### config.mk
export PLATFORM = sky130hd
export DESIGN_NAME = astropix3_spi_readout_sequencer
export DESIGN_NICKNAME = d
export VERILOG_FILES = /design/src/rtl/astropix3_spi_readout_sequencer.sv
export SDC_FILE = /design/constraint.sdc
export NUM_CORES = 1
export LEC_CHECK = 0
export BUFFER_PORTS_ARGS = -buffer_cell sky130_fd_sc_hd__buf_2
export CORE_MARGIN = 5
export CORE_UTILIZATION = 45
export CTS_CLUSTER_SIZE = 14
export DETAILED_ROUTE_END_ITERATION = 10
export MAX_ROUTING_LAYER = met4
export PLACE_DENSITY_LB_ADDON = 0.3
export SYNTH_ARGS = -nofsm -noshare
export SYNTH_HDL_FRONTEND = slang
export SYNTH_SLANG_ARGS = --single-unit
### constraint.sdc
create_clock -name clk -period 3.2 [get_ports clk]
set_input_delay 0.16 -clock clk [delete_from_list [all_inputs] [get_ports clk]]
set_output_delay 0.16 -clock clk [all_outputs]
set_load 0.005 [all_outputs]
### src/rtl/astropix3_spi_readout_sequencer.sv
// Astropix3 SPI readout sequencer: drains the ASIC egress FIFO over SPI
// mode 0 and forwards received bytes through a valid/ready port.
module astropix3_spi_readout_sequencer #(
    parameter logic [7:0] IDLE_BYTE  = 8'hBC,
    parameter int         TRAIL_IDLE = 4,
    parameter int         MAX_BYTES  = 1024,
    parameter int         CS_GAP     = 8
) (
    input  logic        clk,
    input  logic        resn,
    input  logic        enable,
    input  logic        force_read,
    input  logic        drop_idle,
    input  logic [7:0]  clk_div,
    input  logic        interruptn,
    output logic        spi_csn,
    output logic        spi_clk,
    output logic        spi_mosi,
    input  logic [1:0]  spi_miso,
    output logic [7:0]  out_data,
    output logic        out_valid,
    input  logic        out_ready,
    output logic        busy,
    output logic [15:0] last_count,
    output logic        timeout
);

    typedef enum logic [2:0] {
        S_IDLE, S_SETUP, S_SHIFT, S_PUSH, S_EVAL, S_RELEASE
    } state_t;

    state_t      r_state, w_next;
    logic        r_irq_meta, r_irq_sync;
    logic [7:0]  r_div, r_hcnt, r_shift, r_data, r_idle_run, r_gap;
    logic [3:0]  r_bit;
    logic [15:0] r_byte_cnt, r_last;
    logic        r_csn, r_sclk, r_mosi, r_valid, r_timeout;

    logic        w_irq, w_tick, w_start, w_is_idle, w_end, w_pushed;
    logic        w_gap_done, w_byte_done;
    logic [2:0]  w_mosi_idx;
    logic        w_unused_miso;

    assign w_unused_miso = spi_miso[1];
    assign w_irq       = !r_irq_sync;
    assign w_tick      = (r_hcnt == r_div - 8'd1);
    assign w_start     = (enable && w_irq) || force_read;
    assign w_is_idle   = (r_shift == IDLE_BYTE);
    assign w_pushed    = !r_valid || out_ready;
    assign w_gap_done  = (r_gap == 8'(CS_GAP - 1));
    assign w_byte_done = w_tick && r_sclk && (r_bit == 4'd8);
    // r_bit counts rising edges seen; 8 wraps to bit 7 for the next byte
    assign w_mosi_idx  = 3'(4'd7 - r_bit);
    assign w_end       = ((r_idle_run >= 8'(TRAIL_IDLE)) && !w_irq)
                       || (r_byte_cnt == 16'(MAX_BYTES));

    assign spi_csn    = r_csn;
    assign spi_clk    = r_sclk;
    assign spi_mosi   = r_mosi;
    assign out_data   = r_data;
    assign out_valid  = r_valid;
    assign busy       = (r_state != S_IDLE);
    assign last_count = r_last;
    assign timeout    = r_timeout;

    always_ff @(posedge clk or negedge resn) begin
        if (!resn) begin
            r_irq_meta <= 1'b1;
            r_irq_sync <= 1'b1;
        end else begin
            r_irq_meta <= interruptn;
            r_irq_sync <= r_irq_meta;
        end
    end

    always_ff @(posedge clk or negedge resn) begin
        if (!resn) r_state <= S_IDLE;
        else       r_state <= w_next;
    end

    always_comb begin
        w_next = r_state;
        case (r_state)
            S_IDLE:    if (w_start) w_next = S_SETUP;
            S_SETUP:   if (w_tick) w_next = S_SHIFT;
            S_SHIFT:   if (w_byte_done) w_next = S_PUSH;
            S_PUSH:    if (w_pushed) w_next = S_EVAL;
            S_EVAL:    w_next = w_end ? S_RELEASE : S_SHIFT;
            S_RELEASE: if (w_gap_done) w_next = S_IDLE;
            default:   w_next = S_IDLE;
        endcase
    end

    always_ff @(posedge clk or negedge resn) begin
        if (!resn) begin
            r_div      <= 8'd1;
            r_hcnt     <= '0;
            r_shift    <= '0;
            r_data     <= '0;
            r_idle_run <= '0;
            r_gap      <= '0;
            r_bit      <= '0;
            r_byte_cnt <= '0;
            r_last     <= '0;
            r_csn      <= 1'b1;
            r_sclk     <= 1'b0;
            r_mosi     <= 1'b0;
            r_valid    <= 1'b0;
            r_timeout  <= 1'b0;
        end else begin
            case (r_state)
                S_IDLE: begin
                    r_div  <= (clk_div == 8'd0) ? 8'd1 : clk_div;
                    r_hcnt <= '0;
                    r_bit  <= '0;
                    if (w_start) begin
                        r_csn  <= 1'b0;
                        r_mosi <= IDLE_BYTE[7];
                        if (force_read) r_timeout <= 1'b0;
                    end
                end
                S_SETUP: r_hcnt <= w_tick ? 8'd0 : r_hcnt + 8'd1;
                S_SHIFT: begin
                    if (!w_tick) begin
                        r_hcnt <= r_hcnt + 8'd1;
                    end else begin
                        r_hcnt <= '0;
                        r_sclk <= !r_sclk;
                        if (!r_sclk) begin
                            r_shift <= {r_shift[6:0], spi_miso[0]};
                            r_bit   <= r_bit + 4'd1;
                        end else begin
                            r_mosi <= IDLE_BYTE[w_mosi_idx];
                            if (r_bit == 4'd8) begin
                                r_bit <= '0;
                                if (!(drop_idle && w_is_idle)) begin
                                    r_data  <= r_shift;
                                    r_valid <= 1'b1;
                                end
                            end
                        end
                    end
                end
                S_PUSH: begin
                    if (w_pushed) begin
                        r_valid <= 1'b0;
                        if (r_byte_cnt != 16'hFFFF)
                            r_byte_cnt <= r_byte_cnt + 16'd1;
                        if (!w_is_idle)
                            r_idle_run <= '0;
                        else if (r_idle_run != 8'hFF)
                            r_idle_run <= r_idle_run + 8'd1;
                    end
                end
                S_EVAL: begin
                    if (w_end) begin
                        r_csn      <= 1'b1;
                        r_mosi     <= 1'b0;
                        r_last     <= r_byte_cnt;
                        r_byte_cnt <= '0;
                        r_idle_run <= '0;
                        r_gap      <= '0;
                        if (r_byte_cnt == 16'(MAX_BYTES)) r_timeout <= 1'b1;
                    end
                end
                S_RELEASE: r_gap <= r_gap + 8'd1;
                default: ;
            endcase
        end
    end

endmodule
==> results of run 1 <==
sequential cells by signal, summed over array words and instances, names as in the netlist, 3 cells and up:
name / cells
out_data: 8
r_bit: 4
r_shift: 8
r_state: 3
r_byte_cnt: 16
r_idle_run: 8
r_gap: 8
r_hcnt: 8
r_div: 8
last_count: 16
placed cells by master (no fill, tap or decap), types with 5 or more instances in the layout:
cell / instances
dfrtp_1: 90
nand2_1: 51
buf_2: 44
nor2_1: 41
o21ai_0: 27
mux2_2: 25
nand3_1: 18
inv_1: 17
xor2_1: 15
and3_1: 11
a21oi_1: 10
ha_1: 10
clkbuf_8: 10
nand4_1: 9
xnor2_1: 8
mux2_4: 8
dlygate4sd3_1: 8
nand2b_1: 7
o21ai_1: 7
buf_4: 7
o31ai_1: 5
nor3_1: 5
a21o_1: 5
a22o_1: 5
power breakdown:
group / internal (mW) / leakage (nW) / switching, mW
combinational: 0.378 / 1.28 / 0.494
clock: 0.460 / 0.110 / 0.399
sequential: 1.32 / 1.27 / 0.196
total: 2.16 / 2.66 / 1.09
cell families after synthesis:
logic type | Yosys count
and+or+nand+nor | 182
DFF | 94
AOI/OAI and AO/OA | 81
buffers and inverters | 32
xor gates and xnor gates | 23
muxes | 37
adders and majority gates | 10
final cells by class:
class / instances / area (um2)
Inverter: 17 / 63.8
Multi-Input combinational cell: 333 / 2260
Fill cell: 918 / 4910
Clock buffer: 12 / 145
Clock inverter: 4 / 70.1
Sequential cell: 94 / 2360
Timing Repair Buffer: 59 / 353
Tap cell: 136 / 170
stage by stage:
stage / setup WS, ns / utilization / total power [mW] / cell area (um2)
finish: 0.389 / 0.525 / 3.25 / 5420
global route: 0.229 / 0.525 / 3.48 / 5420
CTS: 0.360 / 0.525 / 3.29 / 5420
detailed placement: 0.409 / 0.496 / 2.41 / 5120
global placement: 0.461 / 0.496 / 2.37 / 5120
floorplan: 0.751 / - / 2.15 / 4750
path summary, 6_finish.rpt:
| kind | to | cells past startpoint |
|---|---|---|
| max reg2reg | out_data[1] | 7 |
| min in group asynchronous | last_count[10] | 2 |
| max | out_data[1] | 7 |
| min reg2reg | r_irq_sync | 0 |
| min | r_div[1] | 3 |
| max in group asynchronous | r_irq_meta | 3 |
routing by layer:
| layer | wire (um) | GRT usage | share of wire | vias to the layer above |
|---|---|---|---|---|
| li1 | - | - | - | 1724 |
| met1 | 4670 | 0.214 | 0.49 | 1668 |
| met2 | 4330 | 0.233 | 0.45 | 57 |
| met3 | 268 | 0.0230 | 0.028 | 17 |
| met4 | 261 | 0.0841 | 0.027 | 0 |
| met5 | 0 | - | 0 | - |
worst min-delay path, cell delays in order:
cell and delay (ns):
buf_2 0.09, nand2_1 0.05, o21ai_0 0.06
repair_timing:
action | CTS | global route
hold endpoints to repair | 66 | 0
gates resized for setup | 0 | 0
hold buffers | 8 | 0
==> qor.yml, run 1 <==
floorplan:
  dieHeight_um: 113
  die_w_um: 113
  start_util: 0.460
  core-area_um2: 10300
  rows: 37
  dieArea_um2: 12700
  num_io_pins: 47
job:
  max_cap_violations: 0
routing:
  drc: 0
  drtPass1Iterations: 4
  ant_nets: 0
  wl_per_cell_um: 14.5
  vias_per_cell: 5.29
  dr.first_iter.drc_count: 163
  routed-via-count: 3466
  wl_um: 9530
pwr:
  max-vdd-ir-drop_uv: 253
  powerDensity_nw_per_um2: 600
  p_leak_nw: 2.66
clock_tree:
  cts_setup_buffers: 0
  h-tree-depth: 3
  clkLatencyLatePin_ns: 0.37
  clkTransAtPathRegs_ns: 0.09
  cts_tree: "yes"
  cts-root-buf: "clkbuf_8"
  cts_buffers: 9
  cts_buffer_depth: 2
  clock_sinks: 94
sta:
  whs_ns: 0.0222
  fin_worst_skew_ns: 0.00489
  slew_violations: 0
  setup_violations: 0
  max-slew-margin-rel: 0.330
  rsz0062_at_grt: "false"
  worst_pin_slew_ns: 1.00
  finalCritPeriodShare: 0.879
  fin_setup_tns_ns: 0
  max_freq_mhz: 356
  hold_viol: 0
  finalCriticalPeriod_ns: 2.81
logic_synthesis:
  synth_area_leaders: "dfrtp_1, mux2_2, nand2_1"
  synth_edf_count: 0
  yosysMostFrequentCell: "dfrtp_1"
  ys_seq_area_frac: 0.496
  netlist_instances: 459
  synth_top_family_by_area: "simple AND/OR/NAND/NOR gates"
  synth_area_leader_cell: "dfrtp_1"
  synth_adder_area_share: 0.0264
  ys_types: 64
  syn-num-nets: 486
  muxShareOfSynthArea: 0.0930
  synth_area_um2: 4750
  synth-seq-cells: 94
  ys_top_cells_by_count: "dfrtp_1, nand2_1, nor2_1"
  synth_xor_area_frac: 0.0424
  synth_top_area_frac: 0.474
  syn_area_per_cell_um2: 10.3
  synth_compound_area_frac: 0.114
  async_reset_ff_frac: 1.00
  yosysWarnings: 0
  synth_ff_type: "dfrtp_1"
  yosys.area_share.simple: 0.199
placed_design:
  dp.cells: 631
  gp_congestion: 0.828
  io_buffers: 45
  hpwl_um: 6580
critical_path:
  worstSetupPathType: "reg2reg"
  critical_path.max_fanout: 9
  critPathMaxStageDelay_ns: 0.57
  required_ns: 3.45
  path_cells: "inv_1 > ha_1 > o311a_1 > nor4_4 > nand2_1 > a211o_1 > mux2_4"
  reg2reg_slack_ns: 0.39
  startpoint: "r_div[0]"
  timing.rr.start: "r_div[0]"
  path_delay_family: "compound AO/OA/AOI/OAI gates"
  cp_slowest_cell: "dfstp_2"
  arrival_ns: 3.06
  setup.worst_path.end_class: "flip-flop"
  path_buf_inv: 1
  worstSetupStartpointType: "flip-flop"
grt:
  first_global_vias: 3469
  grt-ovfl-total: 0
  grt_usage: 0.159
  antenna_found_initial: 0
  grt_max_degree: 65
  grt_pass1_wl_um: 16200
finish:
  drive_above_1_share: 0.218
  area_delta_synth_final_pct: 14.1
  num_antenna_cells: 0
  fin_nets: 541
  finalNonFillerCells: 655
hold_path:
  hold_path_class: "in2reg"
  min_from: "clk_div[1]"
outcome:
  outcome: "completed"
Note: power is estimated with default switching activity, not from simulation.
==> run 2: changes to the inputs <==
--- a/config.mk
+++ b/config.mk
@@ -6,7 +6,7 @@
 export NUM_CORES = 1
 export LEC_CHECK = 0
 export BUFFER_PORTS_ARGS = -buffer_cell sky130_fd_sc_hd__buf_2
-export CORE_MARGIN = 5
+export CORE_ASPECT_RATIO = 1.25
 export CORE_UTILIZATION = 45
 export CTS_CLUSTER_SIZE = 14
 export DETAILED_ROUTE_END_ITERATION = 10
==> run 2 against run 1 <==
Register-to-register slack barely moved. Combinational power decreased by 2%. Cell count decreased by 2.1%. Critical path depth is the same. Largest power group unchanged. Routed wire length is 2.5% lower. Worst hold slack better by 0.015 ns. Clock skew increased by 0.0037 ns. Sequential cell count unchanged. Die area fell by 14%. Critical endpoint is now out_data[5].
==> qor.yml, run 2 (synthesized netlist as in run 1, its figures left out) <==
placed_design:
  dp.cells: 623  # -1.3%
  gp_congestion: 0.835  # +0.76%
  dp_slack_ns: 0.428  # +0.0188 ns
  hpwl_um: 6600  # +0.39%
  io_buffers: 45  # unchanged
routing:
  wl_met3_um: 225  # -16%
  ant_nets: 0  # unchanged
  vias_per_cell: 5.41  # +2.3%
  drtPass1Iterations: 4  # unchanged
  dr.first_iter.drc_count: 223  # +37%
  wl_met1_um: 4290  # -8.1%
  top_layer_used: "met4"
  routed-via-count: 3469  # +0.087%
  wl_met2_um: 4570  # +5.6%
  wl_um: 9300  # -2.5%
  wl_per_cell_um: 14.5  # -0.33%
  drc: 0  # unchanged
sta:
  hold_viol: 0  # unchanged
  max-slew-margin-rel: 0.323  # -0.00768
  whs_ns: 0.0372  # +0.0150 ns
  max_freq_mhz: 357  # +0.39%
  slew_violations: 0  # unchanged
  fin_setup_tns_ns: 0  # unchanged
  finalCriticalPeriod_ns: 2.80  # -0.0110 ns
  rsz0062_at_grt: "false"
  finalCritPeriodShare: 0.875  # -0.00345
  layout_setup_ws_ns: 0.400  # +0.0110 ns
  setup_violations: 0  # unchanged
  worst_pin_slew_ns: 1.01  # +0.0115 ns
  fin_worst_skew_ns: 0.00858  # +0.00369 ns
finish:
  utilization: 0.533  # +0.00835
  num_antenna_cells: 0  # unchanged
  final_cell_mix: "dfrtp_1, nand2_1, buf_2, nor2_1, o21ai_0"
  fin_nets: 534  # -1.3%
  finalNonFillerCells: 641  # -2.1%
  area_delta_synth_final_pct: 14.0  # about the same
  drive_above_1_share: 0.215  # -0.00288
  final_common_cell: "dfrtp_1"
hold_path:
  min_from: "clk_div[6]"
  hold_path_class: "in2reg"
critical_path:
  cp_slowest_cell: "dfstp_2"
  path_cells: "inv_1 > ha_1 > o311a_1 > nor4_4 > nand2_1 > a211o_1 > mux2_4"
  required_ns: 3.42  # -0.03 ns
  timing.rr.start: "r_div[0]"
  startpoint: "r_div[0]"
  path_delay_family: "compound AO/OA/AOI/OAI gates"
  arrival_ns: 3.02  # -0.04 ns
  setup.worst_path.end_class: "flip-flop"
  worstSetupStartpointType: "flip-flop"
  critPathMaxStageDelay_ns: 0.56  # about the same
  path_buf_inv: 1  # unchanged
  worstSetupPathType: "reg2reg"
  critical_path.max_fanout: 9  # unchanged
floorplan:
  num_io_pins: 47  # unchanged
  dieArea_um2: 11000  # -14%
  rows: 41  # +11%
  dieHeight_um: 117  # +3.7%
  die_w_um: 93.9  # -17%
  core-area_um2: 10200  # -1.6%
  start_util: 0.467  # +0.00754
grt:
  antenna_found_initial: 0  # unchanged
  first_global_vias: 3284  # -5.3%
  grt_max_degree: 40  # -38%
  grt_usage: 0.188  # +0.0287
  grt-ovfl-total: 0  # unchanged
  grt_pass1_wl_um: 15400  # -5.2%
clock_tree:
  clkLatencyLatePin_ns: 0.33  # -0.04 ns
  clkTransAtPathRegs_ns: 0.06  # -0.03 ns
  cts_tree: "yes"
  cts_setup_buffers: 0  # unchanged
  cts-root-buf: "clkbuf_16"
  h-tree-depth: 3  # unchanged
  clock_sinks: 94  # unchanged
  cts_buffers: 9  # unchanged
  cts_buffer_depth: 2  # unchanged
outcome:
  outcome: "completed"
job:
  max_cap_violations: 0  # unchanged
pwr:
  max-vdd-ir-drop_uv: 271  # +7.0%
  powerDensity_nw_per_um2: 630  # +4.9%
  p_leak_nw: 2.66  # about the same
-- run 2: changes by cell type in the layout (fill, tap and decap cells not counted), sizes merged --
cell,change
bufinv,-1
clkbuf,+2
dlygate4sd3,-6
clkinv,-1
buf,-1
-- run 2: tightest hold or removal path, cell delays in order --
cell	delay, ns
buf_2	0.09
nand2_1	0.04
nand2_1	0.05
-- run 2: power by group --
group | switching [mW] | total [mW] | internal, mW
logic | 0.492 | 0.854 | 0.362
registers | 0.197 | 1.52 | 1.33
clock network | 0.407 | 1.03 | 0.627
-- run 2: worst paths after layout --
path                                        to  slack (ns)  cells after the start
max in group asynchronous             r_div[0]        2.06                      3
min in group asynchronous       last_count[13]        0.34                      2
worst min-delay path                  r_div[6]        0.04                      3
worst max register to register     out_data[5]        0.40                      7
worst max-delay path               out_data[5]        0.40                      7
worst min register to register      r_irq_sync        0.36                      0
-- run 2: timing repair --
action / 4_1_cts / 5_1_grt
gates resized for setup: 0 / 0
endpoints found under the hold margin: 36 / 0
hold buffers: 2 / 0
-- run 2: through the flow --
| step | area (um2) | total power [mW] |
|---|---|---|
| after floorplan | 4750 | 2.15 |
| after global placement | 5100 | 2.36 |
| after detailed placement | 5100 | 2.40 |
| after CTS | 5410 | 3.45 |
| after global routing | 5410 | 3.63 |
| final | 5410 | 3.41 |
-- run 2: final cells by class --
| cell class | instances | area [um2] |
|---|---|---|
| sequential | 94 | 2360 |
| multi-input combinational | 333 | 2260 |
| clock buffer | 14 | 254 |
| tap | 129 | 161 |
| inverter | 17 | 63.8 |
| fill | 925 | 4740 |
| clock inverter | 2 | 35.0 |
| timing repair buffer | 52 | 285 |
-- run 2: routing by layer --
metal | global-route usage | vias up
met4 | 0.0769 | 0
met5 | - | -
met1 | 0.238 | 1696
met3 | 0.0342 | 17
met2 | 0.297 | 44
li1 | - | 1712
